===== src/rtl/pushdown_stack_ctrl_if.sv =====
// Push/pop request bundle between the stack-machine sequencer (master)
// and the LIFO storage block (slave).
interface pushdown_stack_ctrl_if #(
  parameter  int WIDTH = 8,
  parameter  int DEPTH = 8,
  localparam int CW    = $clog2(DEPTH + 1)
);
  // push/pop are single-cycle requests sampled on every rising edge; there is
  // no back-pressure. A request that cannot be honoured is dropped and
  // reported by a one-cycle overflow/underflow pulse. valid marks the one
  // cycle in which data_out carries a freshly popped value.
  logic             push;
  logic             pop;
  logic [WIDTH-1:0] data_in;
  logic [WIDTH-1:0] data_out;
  logic             valid;
  logic             empty;
  logic             full;
  logic [CW-1:0]    count;
  logic             overflow;
  logic             underflow;

  modport master (
    output push, pop, data_in,
    input  data_out, valid, empty, full, count, overflow, underflow
  );

  modport slave (
    input  push, pop, data_in,
    output data_out, valid, empty, full, count, overflow, underflow
  );
endinterface


===== src/rtl/pushdown_stack_ctrl.sv =====
// LIFO storage with registered pop output, replace (push+pop) and
// pass-through on empty, plus overflow/underflow status pulses.
module pushdown_stack_ctrl #(
  parameter  int WIDTH = 8,
  parameter  int DEPTH = 8,
  localparam int CW    = $clog2(DEPTH + 1)
) (
  input logic                   clk,
  input logic                   rst,
  pushdown_stack_ctrl_if.slave  bus
);
  localparam int AW = (DEPTH > 1) ? $clog2(DEPTH) : 1;

  logic [WIDTH-1:0] mem [DEPTH];
  logic [CW-1:0]    sp;
  logic [WIDTH-1:0] data_out_q;
  logic             valid_q;
  logic             overflow_q;
  logic             underflow_q;

  logic             empty;
  logic             full;
  logic [AW-1:0]    wr_idx;
  logic [AW-1:0]    top_idx;
  logic [CW-1:0]    sp_minus_one;

  assign empty        = (sp == '0);
  assign full         = (sp == CW'(DEPTH));
  assign sp_minus_one = sp - CW'(1);
  // sp is the first free slot; the top of stack sits one below it.
  assign wr_idx       = AW'(sp);
  assign top_idx      = AW'(sp_minus_one);

  // Storage is deliberately not reset; only the pointer defines contents.
  always_ff @(posedge clk) begin
    if (bus.push && !bus.pop && !full) begin
      mem[wr_idx] <= bus.data_in;
    end else if (bus.push && bus.pop && !empty) begin
      mem[top_idx] <= bus.data_in;
    end
  end

  always_ff @(posedge clk or posedge rst) begin
    if (rst) begin
      sp          <= '0;
      data_out_q  <= '0;
      valid_q     <= 1'b0;
      overflow_q  <= 1'b0;
      underflow_q <= 1'b0;
    end else begin
      valid_q     <= 1'b0;
      overflow_q  <= 1'b0;
      underflow_q <= 1'b0;
      unique case ({bus.push, bus.pop})
        2'b10: begin
          if (full) overflow_q <= 1'b1;
          else      sp         <= sp + CW'(1);
        end
        2'b01: begin
          if (empty) begin
            underflow_q <= 1'b1;
          end else begin
            data_out_q <= mem[top_idx];
            sp         <= sp_minus_one;
            valid_q    <= 1'b1;
          end
        end
        2'b11: begin
          // Replace returns the old top; on an empty stack the input passes straight through.
          data_out_q <= empty ? bus.data_in : mem[top_idx];
          valid_q    <= 1'b1;
        end
        default: ;
      endcase
    end
  end

  assign bus.data_out  = data_out_q;
  assign bus.valid     = valid_q;
  assign bus.overflow  = overflow_q;
  assign bus.underflow = underflow_q;
  assign bus.empty     = empty;
  assign bus.full      = full;
  assign bus.count     = sp;
endmodule


===== src/flat_wrapper.sv =====
// flat-port wrapper written by rule: the top's interface ports become plain ports
module pushdown_stack_ctrl_flat 
#(
  parameter  int WIDTH = 8,
  parameter  int DEPTH = 8,
  localparam int CW    = $clog2(DEPTH + 1)
)
  (clk, rst, bus_push, bus_pop, bus_data_in, bus_data_out, bus_valid, bus_empty, bus_full, bus_count, bus_overflow, bus_underflow);
  pushdown_stack_ctrl_if #(.WIDTH(WIDTH), .DEPTH(DEPTH)) bus_i ();
  input logic clk;
  input logic rst;
  input wire logic [$bits(bus_i.push)-1:0] bus_push;
  input wire logic [$bits(bus_i.pop)-1:0] bus_pop;
  input wire logic [$bits(bus_i.data_in)-1:0] bus_data_in;
  output wire logic [$bits(bus_i.data_out)-1:0] bus_data_out;
  output wire logic [$bits(bus_i.valid)-1:0] bus_valid;
  output wire logic [$bits(bus_i.empty)-1:0] bus_empty;
  output wire logic [$bits(bus_i.full)-1:0] bus_full;
  output wire logic [$bits(bus_i.count)-1:0] bus_count;
  output wire logic [$bits(bus_i.overflow)-1:0] bus_overflow;
  output wire logic [$bits(bus_i.underflow)-1:0] bus_underflow;
  assign bus_i.push = bus_push;
  assign bus_i.pop = bus_pop;
  assign bus_i.data_in = bus_data_in;
  assign bus_data_out = bus_i.data_out;
  assign bus_valid = bus_i.valid;
  assign bus_empty = bus_i.empty;
  assign bus_full = bus_i.full;
  assign bus_count = bus_i.count;
  assign bus_overflow = bus_i.overflow;
  assign bus_underflow = bus_i.underflow;
  pushdown_stack_ctrl #(.WIDTH(WIDTH), .DEPTH(DEPTH)) u_core (.clk(clk), .rst(rst), .bus(bus_i));
endmodule

===== config.mk =====
export PLATFORM = sky130hd
export DESIGN_NAME = pushdown_stack_ctrl_flat
export DESIGN_NICKNAME = d
export VERILOG_FILES = /design/src/rtl/pushdown_stack_ctrl_if.sv /design/src/rtl/pushdown_stack_ctrl.sv /design/src/flat_wrapper.sv
export SDC_FILE = /design/constraint.sdc
export NUM_CORES = 1
export LEC_CHECK = 0
export ABC_CLOCK_PERIOD_IN_PS = 2580
export BUFFER_PORTS_ARGS = -buffer_cell sky130_fd_sc_hd__buf_2
export CAP_MARGIN = 20
export CELL_PAD_IN_SITES_DETAIL_PLACEMENT = 0
export CELL_PAD_IN_SITES_GLOBAL_PLACEMENT = 1
export CORE_MARGIN = 2
export CORE_UTILIZATION = 30
export DETAILED_ROUTE_END_ITERATION = 10
export PLACE_DENSITY = 0.61
export SETUP_SLACK_MARGIN = 0.02
export SYNTH_ARGS = -nofsm -noshare
export SYNTH_HDL_FRONTEND = slang
export SYNTH_SLANG_ARGS = --single-unit
export TNS_END_PERCENT = 100

===== constraint.sdc =====
create_clock -name clk -period 2.58 [get_ports clk]
set_input_delay 0.258 -clock clk [delete_from_list [all_inputs] [get_ports clk]]
set_output_delay 0.258 -clock clk [all_outputs]
set_load 0.05 [all_outputs]

After elaboration in Yosys (flattened, before gate mapping)
Memories as Yosys holds them, arrays and structs flattened.
Index checks and enable logic that the tools add are counted.
- register bits after elaboration: 15
- bits in latches: 0
- bits in writable memories: 64
- bits in read-only memories: 0
- bits of input ports: 12
- output and inout port bits: 17
- word-level logic and storage cells: 47
- memories kept: 1
- $add $sub $neg: 2
- multipliers: 0
- divide/modulo/power cells: 0
- order comparisons: 0
- equality and inequality tests: 6
- shift operators: 0
- multiplexer cells: 20
- bitwise gates (word level): 0
- reduce and logical (&&, ||, !) cells: 13
- memory list (memory ; depth ; width ; read ports ; clocked after memory_dff ; wr ports ; line ; source):
    u_core.mem ; 8 ; 8 ; 1 ; 0 ; 1 ; pushdown_stack_ctrl.sv:14 ; logic [WIDTH-1:0] mem [DEPTH];
- operators by type and width (cell ; count):
    two-way mux 8 bit ; 3
    one-hot mux 8 bit (2 select lines) ; 1
    two-way mux 1 bit ; 11
    two-way mux 4 bit ; 2
    one-hot mux 4 bit (2 select lines) ; 1
    OR reduction 8 bit ; 1
    adder 4 x 1 -> 4 bit (second input constant) ; 1
    equality test 2 bit (second input constant) ; 2
    equality test 4 bit (second input constant) ; 1
    logical AND 1 bit ; 4
    zero test 4 bit ; 1
    inequality test 2 bit (second input constant) ; 2
    nonzero test 2 bit ; 2
    subtractor 4 x 1 -> 4 bit (second input constant) ; 1
    zero test 1 bit ; 3
    two-way mux 3 bit ; 1
    AND reduction 3 bit ; 1
    equality test 2 x 1 -> 1 bit (second input constant) ; 1
    one-hot mux 1 bit (2 select lines) ; 1
    AND reduction 2 bit ; 1

Longest topological paths before layout
Gate-level depths: netlist of run 1.
- word-level depth: 8
- depth in mapped cells: 8
- mapped depth without buffers: 7

Least setup slack after synthesis of run 1
OpenSTA, ideal clock, no wires.
- kind: register -> register
- start: register u_core.sp[0] (netlist: u_core.bus.count[0])
- end: memory u_core.mem[2][0], enable pin
- setup time: 383 ps
- arrival time: 3093 ps
- required time: 2197 ps
- setup slack: -897 ps
- cell stages (with the launch flop): 9
- path buffers: 1
- clock period less this slack: 3477 ps
- cell sequence: dfrtp_1 > inv_1 > buf_8 > ha_1 > or3b_4 > inv_1 > o21ai_0 > o31a_2 > nor3_1
- cells in the longest elaborated chain, start to end: 8
- elaborated cells between the ends (all ways): 15
- classes of those cells: add/sub (1); eq/ne (1); mux (7); reduce/logical (6)
- RTL lines (what ; line ; source):
    start: declaration ; pushdown_stack_ctrl.sv:15 ; logic [CW-1:0] sp;
    start signal: assignment ; pushdown_stack_ctrl.sv:57 ; else sp <= sp + CW'(1);
    start signal: assignment ; pushdown_stack_ctrl.sv:64 ; sp <= sp_minus_one;
    zero test 4 bit * ; pushdown_stack_ctrl.sv:27 ; assign empty = (sp == '0);
    via bus_empty ; flat_wrapper.sv:17 ; output wire logic [$bits(bus_i.empty)-1:0] bus_empty;
    zero test 1 bit * ; pushdown_stack_ctrl.sv:38 ; end else if (bus.push && bus.pop && !empty) begin
    logical AND 1 bit * ; pushdown_stack_ctrl.sv:38 ;
    two-way mux 1 bit * ; pushdown_stack_ctrl.sv:38 ;
    two-way mux 1 bit * ; pushdown_stack_ctrl.sv:36 ; if (bus.push && !bus.pop && !full) begin
    two-way mux 1 bit (not written as such) * ; pushdown_stack_ctrl.sv:39 ; mem[top_idx] <= bus.data_in;
    OR reduction 8 bit (no line) ; -- ;
    two-way mux 3 bit (no line) / two-way mux 1 bit (equally long branches) ; -- ;
    end: declaration ; pushdown_stack_ctrl.sv:14 ;
Mark *: on every way through the listed nets, which the timed path passes. The rest lies on a longest branch.

Worst setup path after layout of run 1
- start: register u_core.sp[1] (netlist: u_core.bus.count[1])
- end: memory u_core.mem[6][5], enable pin
- cells in the longest elaborated chain, start to end: 8
- elaborated cells between the ends (all ways): 15
- classes of those cells: add/sub (1); eq/ne (1); mux (7); reduce/logical (6)
- RTL lines (what ; line):
    zero test 4 bit ; pushdown_stack_ctrl.sv:27
    zero test 1 bit ; pushdown_stack_ctrl.sv:38
    logical AND 1 bit ; pushdown_stack_ctrl.sv:38
    two-way mux 1 bit ; pushdown_stack_ctrl.sv:38
    two-way mux 1 bit ; pushdown_stack_ctrl.sv:36
    two-way mux 1 bit (not written as such) ; pushdown_stack_ctrl.sv:39
    OR reduction 8 bit (no line) ; --
    two-way mux 3 bit (no line) / two-way mux 1 bit (equally long branches) ; --
Several ways; a longest one is shown, not always the timed one.

==> results.toml, run 1 <==
[clocking]
cts_hold_buf = 0
cts_resized = 0
cts_buffers = 9
cts.htree.levels = 3
clockBufferDepth = 2
cts_num_sinks = 79
clkTransAtPathRegs_ns = 0.08
cts_tree = "done"
clock-root-buffer = "clkbuf_8"
clock_latency_ns = 0.34
post_cts_buffers = 0

[logic_synthesis]
syn_area_per_cell_um2 = 18.34
syn-instance-count = 180
ys_seq_area_frac = 0.6957
synth_area_leaders = "edfxtp_1 (58%), mux4_1 (12%), dfrtp_1 (11%)"
synth_top_area_cell = "edfxtp_1"
syn-num-nets = 194
synth_most_common_cell = "edfxtp_1"
synthArstFlopShare = 0.1899
synth_edf_count = 64
yosys_warnings = 0
ys_types = 36
netlist_area_um2 = 3302
synth_common_cells = "edfxtp_1 (64), dfrtp_1 (15), mux4_1 (15), nor3_1 (10), o22ai_1 (9)"
ys_ff_latch = 79
synth_top_area_frac = 0.5820
synth_flop_cell = "edfxtp_1"

[timing]
min_period_over_period = 0.9154
finalHoldViolCount = 5
slew_headroom = 0.5619
period_needed_ns = 2.362
fin_ws_ns = 0.2182
timing.final.max_slew_violations = 0
fmax_mhz = 423.4
hold_slack_ns = -0.006138
finClkSkew_ns = 0.007790
worstMarginPinSlew_ns = 0.6564
rsz0062_at_grt = "false"
setup_violations = 0

[route]
num_vias = 1786
dr.first_iter.drc_count = 55
drt_wl_total_um = 7283
ant_nets = 0
via_per_inst = 4.840
drc = 0
drtPass1Iterations = 4
wl_per_cell_um = 19.74

[floorplan]
die_y_um = 108.9
start_util = 0.3059
io_pins = 29
core-area_um2 = 10790
die_w_um = 108.9
die_area_um2 = 11860
num_rows = 38

[setup_path]
crit_required_ns = 2.57
worstReg2RegStart = "u_core.bus.count[1]"
startpoint = "u_core.bus.count[1]"
critPathKind = "flop to flop"
arrival_ns = 2.35
path_max_fanout = 8
start_kind = "flop"
endpoint_kind = "flop"

[layout]
seqCellArea_um2 = 2300
num_antenna_cells = 0
nets = 238
multi_input_area_um2 = 1055
drive_gt1_frac = 0.3450
nFillCells = 1007
syn_to_final_growth_pct = 20.50

[placed_design]
gp_congestion = 0.7288
place_ws_ns = 0.1452
numPortBuffers = 28
place_hpwl_um = 4687

[worst_hold_path]
min_path_type = "input pin to async pin"

[global_routing]
grt_pass1_wl_um = 11210
grt_use_total = 0.1340
grt_pass1_vias = 1825
antenna_found_initial = 0
grt-ovfl-total = 0
grt_start_max_net_pins = 20

[power]
p_leak_nw = 1.441
p_per_area_nw_per_um2 = 1247
ir_drop_uv = 712.8
total_power_mw = 4.960

[run]
max_cap_viol_count = 0

[run_status]
violations = "hold timing"
status = "finished with violations"
## layout make-up
class / instances / area share
well taps: 140 / 0.04403
repair buffers: 43 / 0.06667
clock buffers: 11 / 0.03302
clock inverters: 5 / 0.008491
multi-input cells: 87 / 0.2651
flip-flops and latches: 79 / 0.5780
inverters: 4 / 0.004717
## flip-flops by register name, indices dropped and copies added, names as in the netlist
| signal | flops |
|---|---|
| u_core.bus.valid | 1 |
| u_core.bus.overflow | 1 |
| u_core.bus.count | 4 |
| u_core.bus.data_out | 8 |
| u_core.bus.underflow | 1 |
| u_core.mem | 64 |
## cells by family (layout without fill, tap and decap cells)
group / after synthesis / after routing / synth area share
simple gates: 28 / 28 / 0.04888
buf+inv: 14 / 63 / 0.02690
flops: 79 / 79 / 0.6957
mux: 25 / 25 / 0.1538
xor+xnor: 5 / 5 / 0.01895
compound gates: 27 / 27 / 0.04812
fa+ha+maj: 2 / 2 / 0.007577
## worst max-delay path: stages, from the launching register on
cell	delay, ns
dfrtp_2	0.46
inv_1	0.13
ha_4	0.20
or3b_4	0.43
clkinvlp_4	0.17
o21ai_4	0.08
o31a_4	0.16
nor3_4	0.38
## metrics by stage
| stage | instances | utilization | cell area, um2 | TNS, ns |
|---|---|---|---|---|
| final | 369 | 0.3687 | 3979 | 0 |
| after global routing | 369 | 0.3687 | 3979 | 0 |
| after CTS | 369 | 0.3687 | 3979 | 0 |
| after detailed placement | 353 | 0.3534 | 3814 | 0 |
| after global placement | 353 | 0.3534 | 3814 | 0 |
| after floorplan | 180 | - | 3448 | -3.246 |
## layer usage
layer	vias up	track usage	wire length, um
met5	-	0	0
met4	0	0.05220	87
met3	8	0.02451	211
met2	30	0.2130	3535
met1	925	0.1826	3449
li1	823	-	-
## power breakdown
part / total, mW / internal, mW / switching [mW] / leakage (nW)
clock: 0.797 / 0.350 / 0.447 / 0.0797
sequential: 1.75 / 1.63 / 0.115 / 0.754
combinational: 2.42 / 1.01 / 1.41 / 0.607
## path summary, 6_finish.rpt
| kind | endpoint | slack, ns | depth (start not counted) |
|---|---|---|---|
| max | u_core.mem[6][5] | 0.22 | 7 |
| min reg2reg | u_core.bus.count[3] | 0.56 | 1 |
| max in group asynchronous | u_core.bus.count[1] | 2.12 | 2 |
| max reg2reg | u_core.mem[6][5] | 0.22 | 7 |
| min | u_core.bus.data_out[4] | -0.006 | 2 |
| min in group clk | u_core.mem[1][0] | 0.20 | 1 |
## placed cells by master (no fill, tap or decap), drive strengths merged
| cell type | n |
|---|---|
| mux4 | 16 |
| and4 | 1 |
| o31ai | 1 |
| and3b | 2 |
| nand2 | 4 |
| mux2 | 1 |
| clkinvlp | 3 |
| xor2 | 1 |
| nand4 | 1 |
| nand2b | 2 |
| dfrtp | 15 |
| nor2 | 1 |
| o22ai | 9 |
| and2 | 1 |
| clkinv | 2 |
| inv | 4 |
| ha | 2 |
| and3 | 2 |
| clkbuf | 11 |
| buf | 43 |
| or3b | 1 |
| mux2i | 8 |
| edfxtp | 64 |
| o21a | 2 |
| a21oi | 8 |
| nor3 | 10 |
| o31a | 1 |
| nand3 | 2 |
| nor4 | 1 |
| xnor2 | 4 |
| o21ai | 6 |
Note: power is estimated with default switching activity, not from simulation.
==> run 2, diff against run 1 <==
BUFFER_PORTS_ARGS = -buffer_cell sky130_fd_sc_hd__buf_4   (was -buffer_cell sky130_fd_sc_hd__buf_2)
==> run 2 against run 1 <==
The flow now finishes without violations; register-to-register slack got worse by 0.08 ns; combinational power increased by 3%; via count increased by 0.62%; setup slack got worse by 0.077 ns; worst hold slack improved by 0.022 ns; routed wire length decreased by 2.8%.
==> results.toml, run 2 (synthesized netlist as in run 1, its figures left out) <==
[floorplan]
die_y_um = 108.9
core-area_um2 = 10790
die_w_um = 108.9
die_area_um2 = 11860
num_rows = 38
io_pins = 29
start_util = 0.3059

[global_routing]
grt_use_total = 0.1310
grt_pass1_vias = 1839
grt_pass1_wl_um = 11000
grt_start_max_net_pins = 20
antenna_found_initial = 0
grt-ovfl-total = 0

[clocking]
clock_latency_ns = 0.35
cts_hold_buf = 0
clkTransAtPathRegs_ns = 0.09
cts.htree.levels = 3
cts_num_sinks = 79
post_cts_buffers = 0
cts_buffers = 9
clockBufferDepth = 2
cts_tree = "done"
clock-root-buffer = "clkbuf_8"
cts_resized = 0

[setup_path]
r2r_setup_slack_ns = 0.14
endpoint_kind = "flop"
start_kind = "flop"
crit_required_ns = 2.56
critPathKind = "flop to flop"
path_max_fanout = 8
arrival_ns = 2.42

[timing]
finClkSkew_ns = 0.008589
worstMarginPinSlew_ns = 0.7039
fmax_mhz = 410.0
setup_violations = 0
rsz0062_at_grt = "false"
period_needed_ns = 2.439
timing.final.max_slew_violations = 0
finalHoldViolCount = 0
min_period_over_period = 0.9453
fin_ws_ns = 0.1411
slew_headroom = 0.5302
setup_tns_ns = 0

[route]
ant_nets = 0
drtPass1Iterations = 4
num_vias = 1797
via_per_inst = 4.883
dr.first_iter.drc_count = 54
drc = 0
wl_per_cell_um = 19.23
drt_wl_total_um = 7076

[layout]
syn_to_final_growth_pct = 23.57
drive_gt1_frac = 0.3509
nFillCells = 1012
final_common_cell = "edfxtp_1"
stdcell_count = 368
nets = 237
regMostFlops = "u_core.mem"
final_cell_mix = "edfxtp_1 (64), buf_4 (41), mux4_1 (15), dfrtp_1 (13), clkbuf_8 (10)"
num_antenna_cells = 0
largest_reg_flops = 64
postLayoutCellArea_um2 = 4080

[power]
total_power_mw = 5.161
p_leak_nw = 1.484
p_per_area_nw_per_um2 = 1265
ir_drop_uv = 796.7

[placed_design]
place_ws_ns = 0.1572
numPortBuffers = 28
place_hpwl_um = 4533
gp_congestion = 0.7733
dp.cells = 352
post_dp_cell_area_um2 = 3876

[worst_hold_path]
min_path_type = "input pin to async pin"

[run_status]
status = "complete, no violations"

[run]
max_cap_viol_count = 0
run 2: worst paths after layout:
check	end	start	cells after the start
worst max register to register	u_core.mem[6][4]	u_core.bus.count[0]	7
worst max-delay path	u_core.mem[6][4]	u_core.bus.count[0]	7
min in group clk	u_core.mem[7][6]	bus_data_in[6]	1
max in group asynchronous	u_core.bus.count[1]	rst	2
worst min register to register	u_core.bus.count[3]	u_core.bus.count[3]	1
worst min-delay path	u_core.bus.data_out[1]	rst	2
run 2: area by class of cell:
type | count | area [um2] | share of cell area
multi-input cells | 87 | 1055 | 0.2585
repair buffers | 42 | 327.8 | 0.08034
clock inverters | 6 | 66.31 | 0.01625
clock buffers | 10 | 137.6 | 0.03373
flip-flops and latches | 79 | 2300 | 0.5636
inverters | 4 | 18.77 | 0.004600
well taps | 140 | 175.2 | 0.04293
run 2: critical path: stages, from the launching register on:
cell and delay, ns:
dfrtp_2 0.46, inv_2 0.09, ha_4 0.18, or3b_4 0.44, clkinvlp_4 0.17, o21ai_4 0.08
o31a_4 0.16, nor3_4 0.49
run 2: per-stage QoR:
stage | utilization | hold slack [ns]
after global placement | 0.3591 | 0.4209
final | 0.3780 | 0.01618
after global routing | 0.3780 | 0.08533
after detailed placement | 0.3591 | 0.4342
after floorplan | - | 0.1593
after CTS | 0.3780 | 0.04706
run 2: report_power, final:
group	switching [mW]	internal, mW	leakage [nW]
logic	1.41	1.08	0.623
registers	0.105	1.63	0.754
clock network	0.459	0.478	0.107
total	1.97	3.19	1.48
run 2: metal layers:
layer | up-vias | share of wire | GRT usage
li1 | 824 | - | -
met1 | 912 | 0.47 | 0.1785
met2 | 51 | 0.47 | 0.2054
met3 | 10 | 0.047 | 0.03467
met4 | 0 | 0.013 | 0.04029
met5 | - | 0 | 0
==> run 3, diff against run 2 <==
CTS_BUF_LIST = sky130_fd_sc_hd__clkbuf_4   (was unset)
==> run 3 against run 2 <==
Core utilization down 0.52 points; setup slack got worse by 0.016 ns; combinational power about the same; via count shrank 0.17%; critical path depth unchanged; non-clock buffer count is 1 higher; worst hold slack improved by 0.060 ns; sequential power is essentially flat; routed wire length is 0.51% higher; highest routed layer unchanged.
==> results.toml, run 3 (synthesized netlist as in run 1, its figures left out) <==
[floorplan]
io_pins = 29
die_area_um2 = 11860
die_y_um = 108.9
num_rows = 38
core-area_um2 = 10790
start_util = 0.3059
die_w_um = 108.9

[power]
p_per_area_nw_per_um2 = 1233
ir_drop_uv = 763.6
p_leak_nw = 1.459

[route]
ant_nets = 0
drtPass1Iterations = 4
via_per_inst = 4.862
drc = 0
num_vias = 1794
drt_wl_total_um = 7112
dr.first_iter.drc_count = 68
wl_per_cell_um = 19.27

[clocking]
clock-root-buffer = "clkbuf_4"
clockBufferDepth = 2
cts_num_sinks = 79
clkTransAtPathRegs_ns = 0.13
cts_buffers = 9
clock_latency_ns = 0.41
post_cts_buffers = 0
cts_tree = "done"
cts.htree.levels = 3

[timing]
fmax_mhz = 407.4
setup_tns_ns = 0
finalHoldViolCount = 0
setup_violations = 0
timing.final.max_slew_violations = 0
slew_headroom = 0.5287
worstMarginPinSlew_ns = 0.7061
hold_slack_ns = 0.07616
period_needed_ns = 2.454
rsz0062_at_grt = "false"
min_period_over_period = 0.9513
finClkSkew_ns = 0.01487

[placed_design]
place_hpwl_um = 4533
gp_congestion = 0.7733
numPortBuffers = 28

[layout]
num_antenna_cells = 0
syn_to_final_growth_pct = 21.86
regMostFlops = "u_core.mem"
drive_gt1_frac = 0.3450
final_util = 0.3728
nets = 238
final_cell_mix = "edfxtp_1 (64), buf_4 (41), mux4_1 (15), dfrtp_1 (13)"
final_common_cell = "edfxtp_1"
largest_reg_flops = 64

[run_status]
status = "complete, no violations"

[setup_path]
crit_chain = "inv_2 > ha_4 > or3b_4 > clkinvlp_4 > o21ai_4 > o31a_4 > nor3_4"
endpoint_kind = "flop"
worstReg2RegStart = "u_core.bus.count[0]"
cp_num_buf_inv = 2
critPathKind = "flop to flop"
arrival_ns = 2.50
start_kind = "flop"
cp_top_family = "simple AND/OR/NAND/NOR gates"
critPathSlowestCell = "nor3_4"
crit_required_ns = 2.63
startpoint = "u_core.bus.count[0]"
slowest_delay_ns = 0.49
path_max_fanout = 8

[global_routing]
grt_pass1_vias = 1806
grt_start_max_net_pins = 20
grt_use_total = 0.1309
grt_pass1_wl_um = 10940
antenna_found_initial = 0
grt-ovfl-total = 0

[run]
max_cap_viol_count = 0

[worst_hold_path]
min-delay-start = "bus_data_in[1]"
min_path_type = "input pin to flop"
-- run 3: final timing paths --
check	to	slack, ns	cells after the start
min	u_core.mem[2][1]	0.08	1
max in group asynchronous	u_core.bus.count[1]	1.59	3
max	u_core.mem[6][4]	0.13	7
max reg2reg	u_core.mem[6][4]	0.13	7
min reg2reg	u_core.bus.count[3]	0.55	1
min in group asynchronous	u_core.bus.data_out[1]	0.50	3
-- run 3: timing repair --
item | in CTS | in global routing
hold endpoints to repair | 15 | 0
hold buffers | 1 | 0
resized for setup | 0 | 0
setup endpoints to repair | 0 | 0
-- run 3: final cells by class --
type	instances	area (um2)
Fill cell	1016	6769
Sequential cell	79	2300
Multi-Input combinational cell	87	1055
Timing Repair Buffer	43	337.8
Tap cell	140	175.2
Clock inverter	7	70.07
Clock buffer	9	67.56
Inverter	4	18.77
-- run 3: per-stage QoR --
step / total power, mW / setup slack, ns / cells / cell area [um2]
after floorplan: 3.639 / -0.1060 / 180 / 3448
after global placement: 4.277 / 0.2392 / 352 / 3876
after detailed placement: 4.295 / 0.1572 / 352 / 3876
after CTS: 5.034 / 0.1078 / 369 / 4024
after global routing: 5.238 / 0.02461 / 369 / 4024
final: 4.961 / 0.1256 / 369 / 4024
-- run 3: power by group --
| group | total [mW] | switching, mW | internal (mW) | leakage, nW |
|---|---|---|---|---|
| Combinational | 2.50 | 1.41 | 1.08 | 0.627 |
| Clock | 0.732 | 0.434 | 0.298 | 0.0781 |
| Sequential | 1.73 | 0.105 | 1.63 | 0.754 |
| Total | 4.96 | 1.95 | 3.01 | 1.46 |
-- run 3: layer usage --
metal / routed length, um / global-route usage
met4: 82 / 0.03846
met5: 0 / 0
met2: 3374 / 0.2045
met1: 3363 / 0.1787
met3: 291 / 0.03646
